===== config.mk =====
export PLATFORM = sky130hd
export DESIGN_NAME = line_raster
export DESIGN_NICKNAME = d
export VERILOG_FILES = /design/src/rtl/line_raster.sv
export SDC_FILE = /design/constraint.sdc
export NUM_CORES = 1
export LEC_CHECK = 0
export BUFFER_PORTS_ARGS = -buffer_cell sky130_fd_sc_hd__buf_4
export CORE_ASPECT_RATIO = 1.4
export CORE_MARGIN = 5
export CORE_UTILIZATION = 24
export DETAILED_ROUTE_END_ITERATION = 6
export SLEW_MARGIN = 25
export SYNTH_ARGS = -nofsm -noshare
export SYNTH_HDL_FRONTEND = slang
export SYNTH_SLANG_ARGS = --single-unit

===== constraint.sdc =====
create_clock -name Clk -period 5.3 [get_ports Clk]
set_input_delay 1.06 -clock Clk [delete_from_list [all_inputs] [get_ports Clk]]
set_output_delay 1.06 -clock Clk [all_outputs]
set_load 0.005 [all_outputs]

===== src/rtl/line_raster.sv =====
// rtl/line_raster.sv - Bresenham line walker, one pixel per clock, Start/Done handshake (optional LINE_CLIP_EN screen clipping)
module line_raster #(
    parameter int COORD_W  = 10,
    parameter int SCREEN_W = 640,
    parameter int SCREEN_H = 480
) (
    input  logic               Clk,
    input  logic               Reset,
    input  logic               draw_line_Start,
    input  logic [COORD_W-1:0] x0,
    input  logic [COORD_W-1:0] y0,
    input  logic [COORD_W-1:0] x1,
    input  logic [COORD_W-1:0] y1,
    output logic [COORD_W-1:0] DrawX,
    output logic [COORD_W-1:0] DrawY,
    output logic               plot,
    output logic               draw_line_Done
);

    // Two guard bits keep err, dx, dy and 2*err exact for any endpoint pair.
    localparam int W = COORD_W + 2;
    localparam logic [COORD_W-1:0] ONE = COORD_W'(1);

    // Reject nonsensical screen or coordinate sizes at elaboration.
    if (SCREEN_W < 1 || SCREEN_H < 1 || COORD_W < 2) begin : g_bad_params
        $error("line_raster: invalid parameter values");
    end

    typedef enum logic [1:0] {
        S_IDLE = 2'd0,
        S_STEP = 2'd1,
        S_DONE = 2'd2
    } state_t;

    state_t                state_q, state_d;
    logic [COORD_W-1:0]    cur_x_q, cur_x_d;
    logic [COORD_W-1:0]    cur_y_q, cur_y_d;
    logic [COORD_W-1:0]    end_x_q, end_x_d;
    logic [COORD_W-1:0]    end_y_q, end_y_d;
    logic signed [W-1:0]   dx_q, dx_d;
    logic signed [W-1:0]   dy_q, dy_d;
    logic signed [W-1:0]   err_q, err_d;
    logic                  sx_pos_q, sx_pos_d;
    logic                  sy_pos_q, sy_pos_d;

    logic signed [W-1:0]   raw_dx;
    logic signed [W-1:0]   raw_dy;
    logic signed [W-1:0]   abs_dx;
    logic signed [W-1:0]   abs_dy;
    logic signed [W-1:0]   e2;
    logic                  at_end;
    logic                  in_screen;

    // Setup terms for a new line, taken straight from the endpoint inputs.
    assign raw_dx = {2'b00, x1} - {2'b00, x0};
    assign raw_dy = {2'b00, y1} - {2'b00, y0};
    assign abs_dx = raw_dx[W-1] ? -raw_dx : raw_dx;
    assign abs_dy = raw_dy[W-1] ? -raw_dy : raw_dy;

    assign e2     = err_q <<< 1;
    assign at_end = (cur_x_q == end_x_q) && (cur_y_q == end_y_q);

`ifdef LINE_CLIP_EN
    assign in_screen = ({{(32-COORD_W){1'b0}}, cur_x_q} < $unsigned(SCREEN_W)) &&
                       ({{(32-COORD_W){1'b0}}, cur_y_q} < $unsigned(SCREEN_H));
`else
    assign in_screen = 1'b1;
`endif

    // The walker position is the drawn pixel; it holds through Done and Idle.
    assign DrawX          = cur_x_q;
    assign DrawY          = cur_y_q;
    assign plot           = (state_q == S_STEP) && in_screen;
    assign draw_line_Done = (state_q == S_DONE);

    // Next-state: accept a line in Idle, step one pixel per cycle, pulse Done.
    always_comb begin
        state_d  = state_q;
        cur_x_d  = cur_x_q;
        cur_y_d  = cur_y_q;
        end_x_d  = end_x_q;
        end_y_d  = end_y_q;
        dx_d     = dx_q;
        dy_d     = dy_q;
        err_d    = err_q;
        sx_pos_d = sx_pos_q;
        sy_pos_d = sy_pos_q;

        unique case (state_q)
            S_IDLE: begin
                if (draw_line_Start) begin
                    cur_x_d  = x0;
                    cur_y_d  = y0;
                    end_x_d  = x1;
                    end_y_d  = y1;
                    dx_d     = abs_dx;
                    dy_d     = -abs_dy;
                    err_d    = abs_dx - abs_dy;
                    sx_pos_d = (x0 < x1);
                    sy_pos_d = (y0 < y1);
                    state_d  = S_STEP;
                end
            end
            S_STEP: begin
                if (at_end) begin
                    state_d = S_DONE;
                end else begin
                    // Both axis decisions use the error value from before this step.
                    if (e2 >= dy_q) begin
                        err_d   = err_d + dy_q;
                        cur_x_d = sx_pos_q ? cur_x_q + ONE : cur_x_q - ONE;
                    end
                    if (e2 <= dx_q) begin
                        err_d   = err_d + dx_q;
                        cur_y_d = sy_pos_q ? cur_y_q + ONE : cur_y_q - ONE;
                    end
                end
            end
            S_DONE: begin
                state_d = S_IDLE;
            end
            default: begin
                state_d = S_IDLE;
            end
        endcase
    end

    // State and datapath registers with synchronous reset.
    always_ff @(posedge Clk) begin
        if (Reset) begin
            state_q  <= S_IDLE;
            cur_x_q  <= '0;
            cur_y_q  <= '0;
            end_x_q  <= '0;
            end_y_q  <= '0;
            dx_q     <= '0;
            dy_q     <= '0;
            err_q    <= '0;
            sx_pos_q <= 1'b0;
            sy_pos_q <= 1'b0;
        end else begin
            state_q  <= state_d;
            cur_x_q  <= cur_x_d;
            cur_y_q  <= cur_y_d;
            end_x_q  <= end_x_d;
            end_y_q  <= end_y_d;
            dx_q     <= dx_d;
            dy_q     <= dy_d;
            err_q    <= err_d;
            sx_pos_q <= sx_pos_d;
            sy_pos_q <= sy_pos_d;
        end
    end

endmodule


==> metrics.cfg <==
[layout]
filler_cell_count = 3392
nNetsFinal = 1205
antenna_cells = 0
drive_gt1_share_pct = 13.4
final_core_util_pct = 28.8
area_delta_synth_final_pct = 19.0

[sta]
rsz0062_at_grt = false
whs_ps = 451
tightest_slew_ps = 895
hold_viol_final = 0
fin_crit_sh_pct = 94.5
fmax_mhz = 200
postLayoutSetupSlackWorst_ps = 290
maxSlewHeadroom_pct = 40.4
drv_slew = 0
setup_violations = 0
period_needed_ps = 5010
fin_skew_ps = 6.73

[worst_setup_path]
reg2regPathDepth = 20
critPathSlowestCell = a2111oi_0
worstPathRequired_ps = 5530
cp-endpoint = err_q[10]
cp-end-kind = flop
critical_path_peak_fanout = 3
cp.arrival_ps = 5240
crit_cells = 22
r2r-end = err_q[10]
critical_path_buf_inv_count = 3
path_delay_family = compound AO/OA/AOI/OAI gates
path_cells = buf_4 -> inv_1 -> ha_1 -> inv_1 -> fa_1 -> a211oi_2 -> nor3_1 -> nor3_2 -> o21ai_1 -> nor2_1 -> xnor2_1 -> ha_1 -> nor2b_1 -> o21ai_0 -> nand2b_1 -> a31oi_2 -> nor2_1 -> a2111oi_0 -> a21oi_1 -> maj3_1 -> xnor2_1 -> o21a_1
max_stage_delay_ps = 460
path_class = in2reg
timing.rr.start = err_q[0]
rrSetupSlack_ps = 430
startpoint_type = input port
startpoint = x1[0]

[power]
p_leak_nw = 3.91
clockPowerShare_pct = 18.4
peakVddDrop_mv = 0.196
power.density_nw_per_um2 = 411
combPwrFrac_pct = 60.3
internal-power_mw = 2.11
p_seq_share_pct = 21.3
report.power.total_mw = 3.71
swShare_pct = 43.1
power.net_switching_mw = 1.60

[floorplanning]
ioPinCount = 65
fp.dieW_um = 160
start_util_pct = 24.2
die_h_um = 220
die_area_um2 = 35300
std_cell_rows = 77
core_um2 = 31400

[synth]
yosysMostFrequentCell = nand2_1
synth_area_leaders = dfxtp_1 21%, ha_1 15%, xnor2_1 8.0%
synth_area_per_cell_um2 = 7.68
synthesis.area_um2 = 7590
syn-instance-count = 989
asyncSetResetFlopFracSynth_pct = 0
synth_seq_area_share_pct = 20.8
yosysTopAreaCellShare_pct = 20.8
ys_top_cells_by_count = 111 x nand2_1, 94 x nor2_1, 89 x ha_1, 87 x a21oi_1
dominantRegCellSynth = dfxtp_1
synth_fp_nets = 1128
synth_top_area_cell = dfxtp_1
ys_types = 76
synth_seq_cells = 79
synth_edf_count = 0
yosysWarnings = 0

[route]
first_pass_iters = 5
ant_nets = 0
drt-initial-drc-count = 330
routed_wl_um = 23700
drc = 0
wl_per_cell_um = 16.1
via_count = 7213
post_drt_via_cell_ratio = 4.92

[min_path]
hold_path_class = reg2reg
holdPathStages = 2

[global_route]
overflow = 0
antenna_found_initial = 0
grt_max_degree = 75
grt_pass1_vias = 7295
grt_pass1_wl_um = 38300
grt.total_usage_pct = 13.4

[cts]
clk_latency_ps = 340
cts_sinks = 79
clock_path_buffers = 2
htree_levels = 3
cts_tree = done
path_clk_slew_ps = 60
cts-root-buf = clkbuf_16
cts-buffers-inserted = 9

[outcome]
status = finished clean

[placed_design]
post-place-ws_ps = -127
post-dp-hpwl_um = 18800
globalplace.congestion = 0.905
port_buffers = 64

[job]
drv_cap = 0

placed cells by master (no fill, tap or decap), types with 7 or more instances in the layout:
cell type,n
a211oi_1,29
a21o_1,20
xor2_1,28
o21ai_0,33
nor2b_1,11
nand2b_1,7
buf_4,101
o31ai_1,7
nand2_1,111
inv_1,79
a311oi_1,10
a21oi_1,86
nand3_1,23
nand4_1,9
nor2_1,94
xnor2_1,69
clkbuf_16,9
mux2i_1,9
nor3_1,18
dfxtp_1,79
o211ai_1,9
or3_1,9
fa_1,7
o21bai_1,10
ha_1,89
o21a_1,14
tightest hold or removal path, cell delays in order (launching register included):
cell and delay, ps:
dfxtp_1 310, nand2_1 50, a21oi_1 50
power groups by stage:
stage / sequential, mW / clock (mW) / combinational (mW)
5_1_grt: 0.805 / 0.728 / 2.51
2_1_floorplan: 0.774 / 0 / 1.60
4_1_cts: 0.791 / 0.698 / 2.25
3_5_place_dp: 0.804 / 0 / 2.23
6_report: 0.791 / 0.683 / 2.24
3_3_place_gp: 0.804 / 0 / 2.19
final cells by class:
| type | count | area (um^2) | share of cell area, % |
|---|---|---|---|
| Tap cell | 395 | 494 | 5.47 |
| Clock inverter | 5 | 81.3 | 0.900 |
| Timing Repair Buffer | 101 | 758 | 8.39 |
| Inverter | 79 | 297 | 3.28 |
| Clock buffer | 11 | 243 | 2.69 |
| Sequential cell | 79 | 1580 | 17.5 |
| Multi-Input combinational cell | 796 | 5590 | 61.8 |
per-layer routing:
metal / vias up / wire length (um) / GRT usage (%)
li1: 3642 / - / -
met1: 3376 / 9390 / 14.3
met2: 143 / 12600 / 26.0
met3: 52 / 581 / 1.10
met4: 0 / 1090 / 7.00
met5: - / 0 / 0
sequential cells by signal, indices dropped and copies added (netlist names):
| name | count |
|---|---|
| dx_q | 12 |
| sx_pos_q | 1 |
| dy_q | 12 |
| state_q | 2 |
| sy_pos_q | 1 |
| end_y_q | 10 |
| DrawX | 10 |
| DrawY | 10 |
| err_q | 11 |
| end_x_q | 10 |
stage by stage:
step | std cells | TNS [ps] | instance area, um^2
final | 1466 | 0 | 9040
after CTS | 1466 | 0 | 9030
after global placement | 1450 | -28.8 | 8710
after floorplan | 989 | 0 | 7590
after detailed placement | 1450 | -158 | 8710
after global routing | 1466 | 0 | 9040
how the worst min path moves through the flow:
| stage | from | end | slack [ps] |
|---|---|---|---|
| 5_1_grt | dx_q[10] | dx_q[10] | 480 |
| 3_3_place_gp | sy_pos_q | sy_pos_q | 440 |
| 3_5_place_dp | sy_pos_q | sy_pos_q | 450 |
| 6_report | sy_pos_q | sy_pos_q | 450 |
| 4_1_cts | sy_pos_q | sy_pos_q | 450 |
| 2_1_floorplan | dx_q[11] | dx_q[11] | 430 |
logic make-up (layout without fill, tap and decap cells):
group | Yosys count | in the layout | share of synthesized area (%)
compound gates | 270 | 270 | 24.2
xor+xnor | 99 | 99 | 11.7
fa+ha+maj | 98 | 98 | 16.8
buf+inv | 114 | 196 | 5.77
flops | 79 | 79 | 20.8
mux | 12 | 12 | 1.63
simple gates | 317 | 317 | 19.1
timing repair:
action                                  in CTS  in global routing
resized for setup                            0                  2
hold buffers                                 0                  0
endpoints found under the setup margin       0                  3
setup buffers                                0                  0
Note: power is estimated with default switching activity, not from simulation.
